## config.mk

```make
export PLATFORM = sky130hd
export DESIGN_NAME = conv_border_mask
export DESIGN_NICKNAME = d
export VERILOG_FILES = /design/src/rtl/conv_pkg.sv /design/src/rtl/dstream_skid.sv /design/src/rtl/conv_border_mask.sv
export SDC_FILE = /design/constraint.sdc
export NUM_CORES = 1
export LEC_CHECK = 0
export ABC_AREA = 0
export ABC_CLOCK_PERIOD_IN_PS = 4100
export CORE_MARGIN = 10
export CORE_UTILIZATION = 40
export CTS_CLUSTER_DIAMETER = 100
export CTS_CLUSTER_SIZE = 16
export DETAILED_ROUTE_END_ITERATION = 12
export GPL_ROUTABILITY_DRIVEN = 0
export PLACE_DENSITY = 0.67
export RECOVER_POWER = 100
export SLEW_MARGIN = 20
export SYNTH_ARGS = -nofsm -noshare
export SYNTH_HDL_FRONTEND = slang
export SYNTH_SLANG_ARGS = --single-unit
```

## constraint.sdc

```tcl
create_clock -name clk -period 4.1 [get_ports clk]
set_clock_uncertainty 0.15 [all_clocks]
set_input_delay 0.615 -clock clk [delete_from_list [all_inputs] [get_ports clk]]
set_output_delay 0.615 -clock clk [all_outputs]
set_load 0.005 [all_outputs]
```

## src/rtl/conv_pkg.sv

```systemverilog
// Shared definitions for the convolution pipeline (conv_filter, conv_border_mask).
// Holds the frame geometry defaults, the kernel size default, the packed pixel layout
// and the per-beat sideband tag that travels with each pixel.
package conv_pkg;

    localparam int unsigned PIX_W        = 30;
    localparam int unsigned CH_W         = 10;
    localparam int unsigned SIG_W        = 8;
    localparam int unsigned FRAME_WIDTH  = 320;
    localparam int unsigned FRAME_HEIGHT = 240;
    localparam int unsigned KERNEL_K     = 5;

    // Channel field positions inside a pixel word: R[29:20] G[19:10] B[9:0]
    localparam int unsigned R_LSB = 20;
    localparam int unsigned G_LSB = 10;
    localparam int unsigned B_LSB = 0;

    // Significant 8 bits sit at the top of each 10-bit channel
    localparam int unsigned R_SIG_LSB = R_LSB + (CH_W - SIG_W);
    localparam int unsigned G_SIG_LSB = G_LSB + (CH_W - SIG_W);
    localparam int unsigned B_SIG_LSB = B_LSB + (CH_W - SIG_W);

    typedef struct packed {
        logic [CH_W-1:0] r;
        logic [CH_W-1:0] g;
        logic [CH_W-1:0] b;
    } pixel_t;

    // Frame-position sideband carried alongside each pixel
    typedef struct packed {
        logic sof;
        logic eol;
    } beat_tag_t;

    // Build a pixel word from three 8-bit channel values
    function automatic pixel_t pack_rgb8(input logic [SIG_W-1:0] r,
                                         input logic [SIG_W-1:0] g,
                                         input logic [SIG_W-1:0] b);
        pixel_t p;
        p.r = {r, 2'b00};
        p.g = {g, 2'b00};
        p.b = {b, 2'b00};
        return p;
    endfunction

endpackage

```

## src/rtl/dstream_skid.sv

```systemverilog
// Two-entry skid buffer for a valid/ready stream link.
// Ports:
//   clk, rst_n                     clock, async active-low reset
//   in_data, in_valid, in_ready    upstream side; in_ready is registered (buffer not full)
//   out_data, out_valid, out_ready downstream side; out_data/out_valid are registers
// The head register drives the output directly; the skid register holds a second
// beat so in_ready never depends combinationally on out_ready.
module dstream_skid #(
    parameter int unsigned W = 32
) (
    input  logic         clk,
    input  logic         rst_n,
    input  logic [W-1:0] in_data,
    input  logic         in_valid,
    output logic         in_ready,
    output logic [W-1:0] out_data,
    output logic         out_valid,
    input  logic         out_ready
);

    logic [1:0]   count_q, count_n;
    logic [W-1:0] head_q, head_n;
    logic [W-1:0] skid_q, skid_n;
    logic         valid_q;
    logic         ready_q;
    logic         push;
    logic         pop;

    assign push = in_valid & ready_q;
    assign pop  = valid_q & out_ready;

    // Occupancy and data movement; push cannot occur at count 2 since ready_q is low
    always_comb begin
        count_n = count_q;
        head_n  = head_q;
        skid_n  = skid_q;
        if (pop) begin
            if (count_q == 2'd2) begin
                head_n  = skid_q;
                count_n = 2'd1;
            end else if (push) begin
                head_n = in_data;
            end else begin
                // Clear the head when draining so stale sideband never shows
                head_n  = '0;
                count_n = 2'd0;
            end
        end else if (push) begin
            if (count_q == 2'd0) begin
                head_n  = in_data;
                count_n = 2'd1;
            end else begin
                skid_n  = in_data;
                count_n = 2'd2;
            end
        end
    end

    // State registers; valid/ready are registered copies of the next occupancy
    always_ff @(posedge clk or negedge rst_n) begin
        if (!rst_n) begin
            count_q <= 2'd0;
            head_q  <= '0;
            skid_q  <= '0;
            valid_q <= 1'b0;
            ready_q <= 1'b0;
        end else begin
            count_q <= count_n;
            head_q  <= head_n;
            skid_q  <= skid_n;
            valid_q <= (count_n != 2'd0);
            ready_q <= (count_n != 2'd2);
        end
    end

    assign in_ready  = ready_q;
    assign out_data  = head_q;
    assign out_valid = valid_q;

endmodule

```

## src/rtl/conv_border_mask.sv

```systemverilog
// Masks the K-1 pixel border left invalid by the convolution window and tags the
// stream with start-of-frame / end-of-line markers.
// Ports:
//   clk, rst_n                 clock, async active-low reset
//   x_data, x_valid, x_ready   filtered pixel stream in (x_ready registered)
//   y_data, y_valid, y_ready   masked pixel stream out (registered)
//   mask_en                    1 = replace border pixels with border_colour
//   border_colour              replacement pixel value
//   sof, eol                   first pixel of frame / last pixel of line, with y_valid
//   frame_count                completed frames, wraps at 16 bits
module conv_border_mask
    import conv_pkg::*;
#(
    parameter int unsigned W      = PIX_W,
    parameter int unsigned WIDTH  = FRAME_WIDTH,
    parameter int unsigned HEIGHT = FRAME_HEIGHT,
    parameter int unsigned K      = KERNEL_K
) (
    input  logic         clk,
    input  logic         rst_n,
    input  logic [W-1:0] x_data,
    input  logic         x_valid,
    output logic         x_ready,
    output logic [W-1:0] y_data,
    output logic         y_valid,
    input  logic         y_ready,
    input  logic         mask_en,
    input  logic [W-1:0] border_colour,
    output logic         sof,
    output logic         eol,
    output logic [15:0]  frame_count
);

    localparam int unsigned COL_W  = (WIDTH  > 1) ? $clog2(WIDTH)  : 1;
    localparam int unsigned ROW_W  = (HEIGHT > 1) ? $clog2(HEIGHT) : 1;
    localparam int unsigned BORDER = K - 1;

    logic [COL_W-1:0] col_q, col_n;
    logic [ROW_W-1:0] row_q, row_n;
    logic [15:0]      fc_q, fc_n;
    logic             accept;
    logic             last_col;
    logic             last_row;
    logic             border;
    beat_tag_t        in_tag;
    beat_tag_t        out_tag;
    logic [W-1:0]     store_data;
    logic [W+1:0]     out_beat;

    assign accept   = x_valid & x_ready;
    assign last_col = (col_q == COL_W'(WIDTH - 1));
    assign last_row = (row_q == ROW_W'(HEIGHT - 1));
    // Compare at 32 bits so a border wider than the counter cannot truncate
    assign border   = (32'(col_q) < BORDER) || (32'(row_q) < BORDER);

    assign in_tag.sof = (col_q == '0) && (row_q == '0);
    assign in_tag.eol = last_col;
    assign store_data = (mask_en && border) ? border_colour : x_data;

    // Position counters advance only on accepted beats
    always_comb begin
        col_n = col_q;
        row_n = row_q;
        fc_n  = fc_q;
        if (accept) begin
            if (last_col) begin
                col_n = '0;
                if (last_row) begin
                    row_n = '0;
                    fc_n  = fc_q + 16'd1;
                end else begin
                    row_n = row_q + ROW_W'(1);
                end
            end else begin
                col_n = col_q + COL_W'(1);
            end
        end
    end

    always_ff @(posedge clk or negedge rst_n) begin
        if (!rst_n) begin
            col_q <= '0;
            row_q <= '0;
            fc_q  <= 16'd0;
        end else begin
            col_q <= col_n;
            row_q <= row_n;
            fc_q  <= fc_n;
        end
    end

    // Tags ride in the buffer alongside the pixel so they stay aligned on y
    dstream_skid #(
        .W (W + 2)
    ) u_skid (
        .clk       (clk),
        .rst_n     (rst_n),
        .in_data   ({in_tag, store_data}),
        .in_valid  (x_valid),
        .in_ready  (x_ready),
        .out_data  (out_beat),
        .out_valid (y_valid),
        .out_ready (y_ready)
    );

    assign out_tag     = beat_tag_t'(out_beat[W+1:W]);
    assign y_data      = out_beat[W-1:0];
    assign sof         = out_tag.sof;
    assign eol         = out_tag.eol;
    assign frame_count = fc_q;

endmodule

```

# Word level (Yosys, flattened, before mapping)
# Cells that the tools add are included.
# totals
word_cells	47
in_bits	65
register_bits	101
output_inout_bits	50
# classes
muxes	13
addsub	3
bitwise_logic	4
n_eq_ne	4
n_reduce_logical	13
magnitude_cmp	2
# ops
operator	n
32-bit 2-to-1 mux	5
30-bit 2-to-1 mux	1
16-bit by 1-bit adder with 16-bit output (second input constant)	1
2-bit 2-to-1 mux	5
9-bit by 1-bit adder with 9-bit output (second input constant)	1
9-bit equality test (second input constant)	1
9-bit logical NOT	1
9-bit by 3-bit less-than comparator with 1-bit output (second input constant)	1
9-bit 2-to-1 mux	1
8-bit by 1-bit adder with 8-bit output (second input constant)	1
8-bit equality test (second input constant)	1
8-bit logical NOT	1
8-bit by 3-bit less-than comparator with 1-bit output (second input constant)	1
8-bit 2-to-1 mux	1
3-bit AND reduction	2
2-bit nonzero test	3
2-bit AND reduction	2
1-bit AND	2
2-bit equality test (second input constant)	1
1-bit logical AND	2
2-bit logical NOT	1
2-bit inequality test (second input constant)	1
1-bit inverter	2
1-bit logical OR	1

# Depth between registers and ports, before layout
# logic_depth
depth_word	7
ltp_mapped	9
mapped_depth_nobuf	6

# Hierarchy
# From an unflattened synthesis, not the netlist that was laid out.
# hier_totals
cells_unflattened	430
area_unflattened_um2	5246.3
# modules_own_cells
module	cells_each	area_each_um2	instances	seq_area_each_um2
dstream_skid	229	3140.5	1	1701.6
conv_border_mask	201	2105.8	1	825.8

# Least setup slack after synthesis
# Ideal clock, no wire load.
# synth_timing
path_kind	input to register
startpoint	input port x_valid
endpoint	register fc_q[11], in the netlist frame_count[11]
path_buffers	1
t_arrival_ns	1.724
slack_ns	2.103
stages	6
setup_ns	0.123
required_time_ns	3.827
cell_sequence	and3_1 > clkbuf_1 > nand3_1 > nor4_4 > nand3_1 > xnor2_1
# synth_between
elab_chain_cells	2
# synth_lines
item	line_no	rtl
start: declaration	conv_border_mask.sv:22	input logic x_valid,
1-bit AND	conv_border_mask.sv:50	assign accept = x_valid & x_ready;
3-bit AND reduction (no line)	n/a	
end signal: assignment	conv_border_mask.sv:88	fc_q <= fc_n;
end: declaration	conv_border_mask.sv:40	logic [15:0] fc_q, fc_n;
# No other way between the ends.
# A chain may end at the register's enable or synchronous reset.

# Final worst setup path
# layout_timing
startpoint	input port x_valid
endpoint	register u_skid.skid_q[23]
# layout_between
elab_chain_cells	2
# layout_lines
item	line_no	rtl
1-bit AND	dstream_skid.sv:29	assign push = in_valid & ready_q;
3-bit AND reduction (no line)	n/a	
end signal: assignment	dstream_skid.sv:70	skid_q <= skid_n;
end: declaration	dstream_skid.sv:23	logic [W-1:0] skid_q, skid_n;
# No other way between the ends.

==> out/qor.csv <==
stage,metric,value,unit
status,status,finished with violations,
status,violated checks,"capacitance limit, slew limit",
layout,Area Growth Syn to Fin,32.80,%
critical_path,CP max-delay cell,clkbuf_2,
clock_tree,Max clock buf depth,2,
layout,Final Non-Filler Cells,709,
sta,Final Cycle Share,74.75,%
sta,worst slew pin tran,1.947,ns
placed_design,post-place setup slack,1.165,ns
route,# DRC,0,
clock_tree,cts repair resizes,0,
route,WL final,12.29,mm
clock_tree,CTS hold repair buffers,0,
global_route,total grt overflow,0,
clock_tree,clock transition at the registers of the reported paths,0.07,ns
critical_path,WP depth,7,
critical_path,R2R depth,6,
synth,Syn Inst Count,457,
clock_tree,htree depth,3,
route,via/cell ratio,5.525,
synth,post-synth cell types,39,
layout,post-route cell area,0.006256,mm²
critical_path,CP Launch Type,primary input,
hold_path,Min-Delay Path Class,reg2reg,
route,DR WL/cell,17.33,µm
floorplan,Die X,128.5,µm
route,Final ANT Viol Nets,0,
global_route,Total GRT Usage,14.83,%
hold_path,Hold Startpoint,frame_count[15],
route,DRT Pass-1 Iters,5,
clock_tree,later-pin clock latency in the skew report,0.34,ns
layout,layout cells sized above 1,5.310,%
synth,Synthesis Warnings,0,
floorplan,row count,39,
power_and_ir_drop,clock power share,23.8,%
critical_path,WP buf/inv,2,
synth,post-synthesis cell area,0.004711,mm²
critical_path,R2R Setup Slk,1.21,ns
global_route,number of global-route vias before repair,3938,
placed_design,IO Port Bufs,114,
placed_design,Detail Placement HPWL,8.667,mm
route,initial drt markers,336,
floorplan,Top Ports,115,
floorplan,die height,128.5,µm
power_and_ir_drop,PD cells,599.7,mW/mm²
sta,final setup vio count,0,
synth,syn nets,527,
global_route,first-pass GRT wire length,20.26,mm
critical_path,Critical Path RT,4.21,ns
sta,Post-Route Setup TNS,0,ns
global_route,pin count of the biggest net entering global routing,81,
sta,setup repair after global routing missed its margin,false,
power_and_ir_drop,P_sw,1292,µW
power_and_ir_drop,LEAKAGE,0.002699,µW
sta,max frequency,326.3,MHz
critical_path,Worst Setup Path Type,in2reg,
hold_path,hold path depth,1,
layout,Final nets,630,
critical_path,worst path cell trace,dlygate4sd3_1 -> and2_0 -> nand2_1 -> nor2_4 -> clkbuf_2 -> nor2_1 -> a21oi_1,
clock_tree,CTS Sinks,101,
synth,Avg Synthesized Cell Area,10.31,µm²
critical_path,crit path from,x_valid,
placed_design,placed cells,692,
floorplan,core area,0.01147,mm²
sta,Hold Fails Final Rpt,0,
sta,max-slew violation count,81,
sta,Tmin final,3.065,ns
critical_path,critical path's top delay family,buffers and inverters,
clock_tree,Post-CTS Setup Inserts,0,
synth,register area share after synthesis,53.65,%
critical_path,Worst R2R Start,row_q[4],
global_route,initial antenna violation count,1,
critical_path,CP max FO,42,
critical_path,CP Capture Type,register,
placed_design,Post-DP Area,0.005969,mm²
route,routed vias,3917,
power_and_ir_drop,internal cell power,2460,µW
layout,fillers,991,
flow_run,Max Cap Viol,1,
hold_path,hold endpoint,frame_count[15],
power_and_ir_drop,Max rail drop VDD,0.3003,mV
power_and_ir_drop,Net Sw Frac,34.44,%
sta,Rel. slew slack,-29.80,%
synth,synthesis-stage register bit count,101,
critical_path,RR Endpoint,u_skid.out_data[14],
sta,PnR worst setup slack,1.035,ns
critical_path,Slowest Stage Delay on Critical Path,0.73,ns
synth,asr flop ratio synth,100.0,%
clock_tree,CTS tree,done,
floorplan,Starting Density,41.08,%
clock_tree,Num CTS Buffers,9,
power_and_ir_drop,Seq pwr share,43.0,%
clock_tree,root buf cell,clkbuf_16,
critical_path,Worst Path Arrival,3.17,ns
synth,prevailing post-synth register cell,dfrtp_1,
floorplan,area of the die,0.01652,mm²
synth,Post-synth EDFFs,0,
power_and_ir_drop,combinational share of power,33.1,%
-- per-layer routing --
metal	wire, µm	up-vias	global-route usage (%)
met1	5305	1914	19.18
met2	5951	140	23.66
li1	-	1849	-
met5	0	-	0
met4	167	0	5.566
met3	865	14	3.532
-- synthesized netlist by cell type, drive strengths merged (2+ instances only) --
cell    instances  area share [%]
and2            6            0.80
buf             8             1.2
nor2           41             3.3
and3           10             1.3
dfrtp         101              54
clkbuf         18             1.4
nor3            6            0.74
mux2            4            0.96
nand4           5            0.66
a221oi          2            0.37
and4            2            0.37
nand3          13             1.4
a22oi          30             4.8
inv             8            0.64
xor2            7             1.3
nor4            3             1.0
o21ai          71             7.6
o31ai           2            0.32
a21oi          37             3.9
a21o            3            0.48
or4             2            0.40
nand2          22             1.8
xnor2          13             2.4
ha              5             1.3
mux2i          30             6.4
-- power by group through the flow --
| stage | logic [µW] | clock network (µW) | registers, µW |
|---|---|---|---|
| after floorplan | 701 | 0 | 1590 |
| after global placement | 1290 | 0 | 1620 |
| after detailed placement | 1350 | 0 | 1630 |
| after CTS | 1360 | 907 | 1620 |
| after global routing | 1410 | 952 | 1660 |
| final | 1240 | 895 | 1610 |
-- final cells by class --
type | instances | area [µm²] | share of cell area (%)
Tap cell | 143 | 178.9 | 2.860
Antenna cell | 1 | 2.502 | 0.04000
Sequential cell | 101 | 2527 | 40.40
Timing Repair Buffer | 118 | 1157 | 18.50
Clock inverter | 6 | 76.32 | 1.220
Inverter | 8 | 30.03 | 0.4800
Clock buffer | 10 | 239.0 | 3.820
Multi-Input combinational cell | 322 | 2044 | 32.68
-- cell usage in the layout (no fill, tap or decap), types with 3 or more instances in the layout --
cell type          n
mux2i_1           30
a21oi_1           36
dlygate4sd3_1     51
mux2_2             4
and2_1             4
xor2_1             7
dfrtp_1          101
nor2_1            40
nand2_1           22
a21o_1             3
clkdlybuf4s50_1   62
a22oi_1           30
o21ai_0           69
and3_1            10
nand4_1            5
ha_1               5
nand3_1           13
xnor2_1           13
clkbuf_2           3
nor3_1             6
clkbuf_16          9
inv_1              8
-- through the flow --
stage	util (%)	hold WS [ns]	total power, µW
after floorplan	-	0.1694	2296
after global placement	51.99	0.3118	2914
after detailed placement	52.06	0.3264	2985
after CTS	54.81	0.3338	3882
after global routing	54.56	0.3739	4022
final	54.56	0.3235	3752
-- worst max-delay path by stage --
stage	endpoint	slack, ns
finish	u_skid.skid_q[23]	1.04
global route	u_skid.skid_q[24]	0.71
CTS	u_skid.skid_q[23]	1.52
detailed placement	u_skid.skid_q[23]	1.16
global placement	u_skid.skid_q[21]	1.27
floorplan	frame_count[11]	2.10
-- sequential cells by signal, summed over array words and instances (netlist names) --
register          count
col_q                 9
frame_count          16
row_q                 8
u_skid.count_q        2
u_skid.in_ready       1
u_skid.out_data      32
u_skid.out_valid      1
u_skid.skid_q        32
-- logic make-up after synthesis --
family | after synthesis | synth area share (%)
adder cells (fa/ha/maj) | 6 | 1.541
AND/OR/NAND/NOR | 115 | 12.62
buffers and inverters | 34 | 3.320
XOR/XNOR | 20 | 3.719
flip-flops | 101 | 53.65
multiplexers | 34 | 7.331
AO/OA/AOI/OAI | 147 | 17.82
Note: power is estimated with default switching activity, not from simulation.
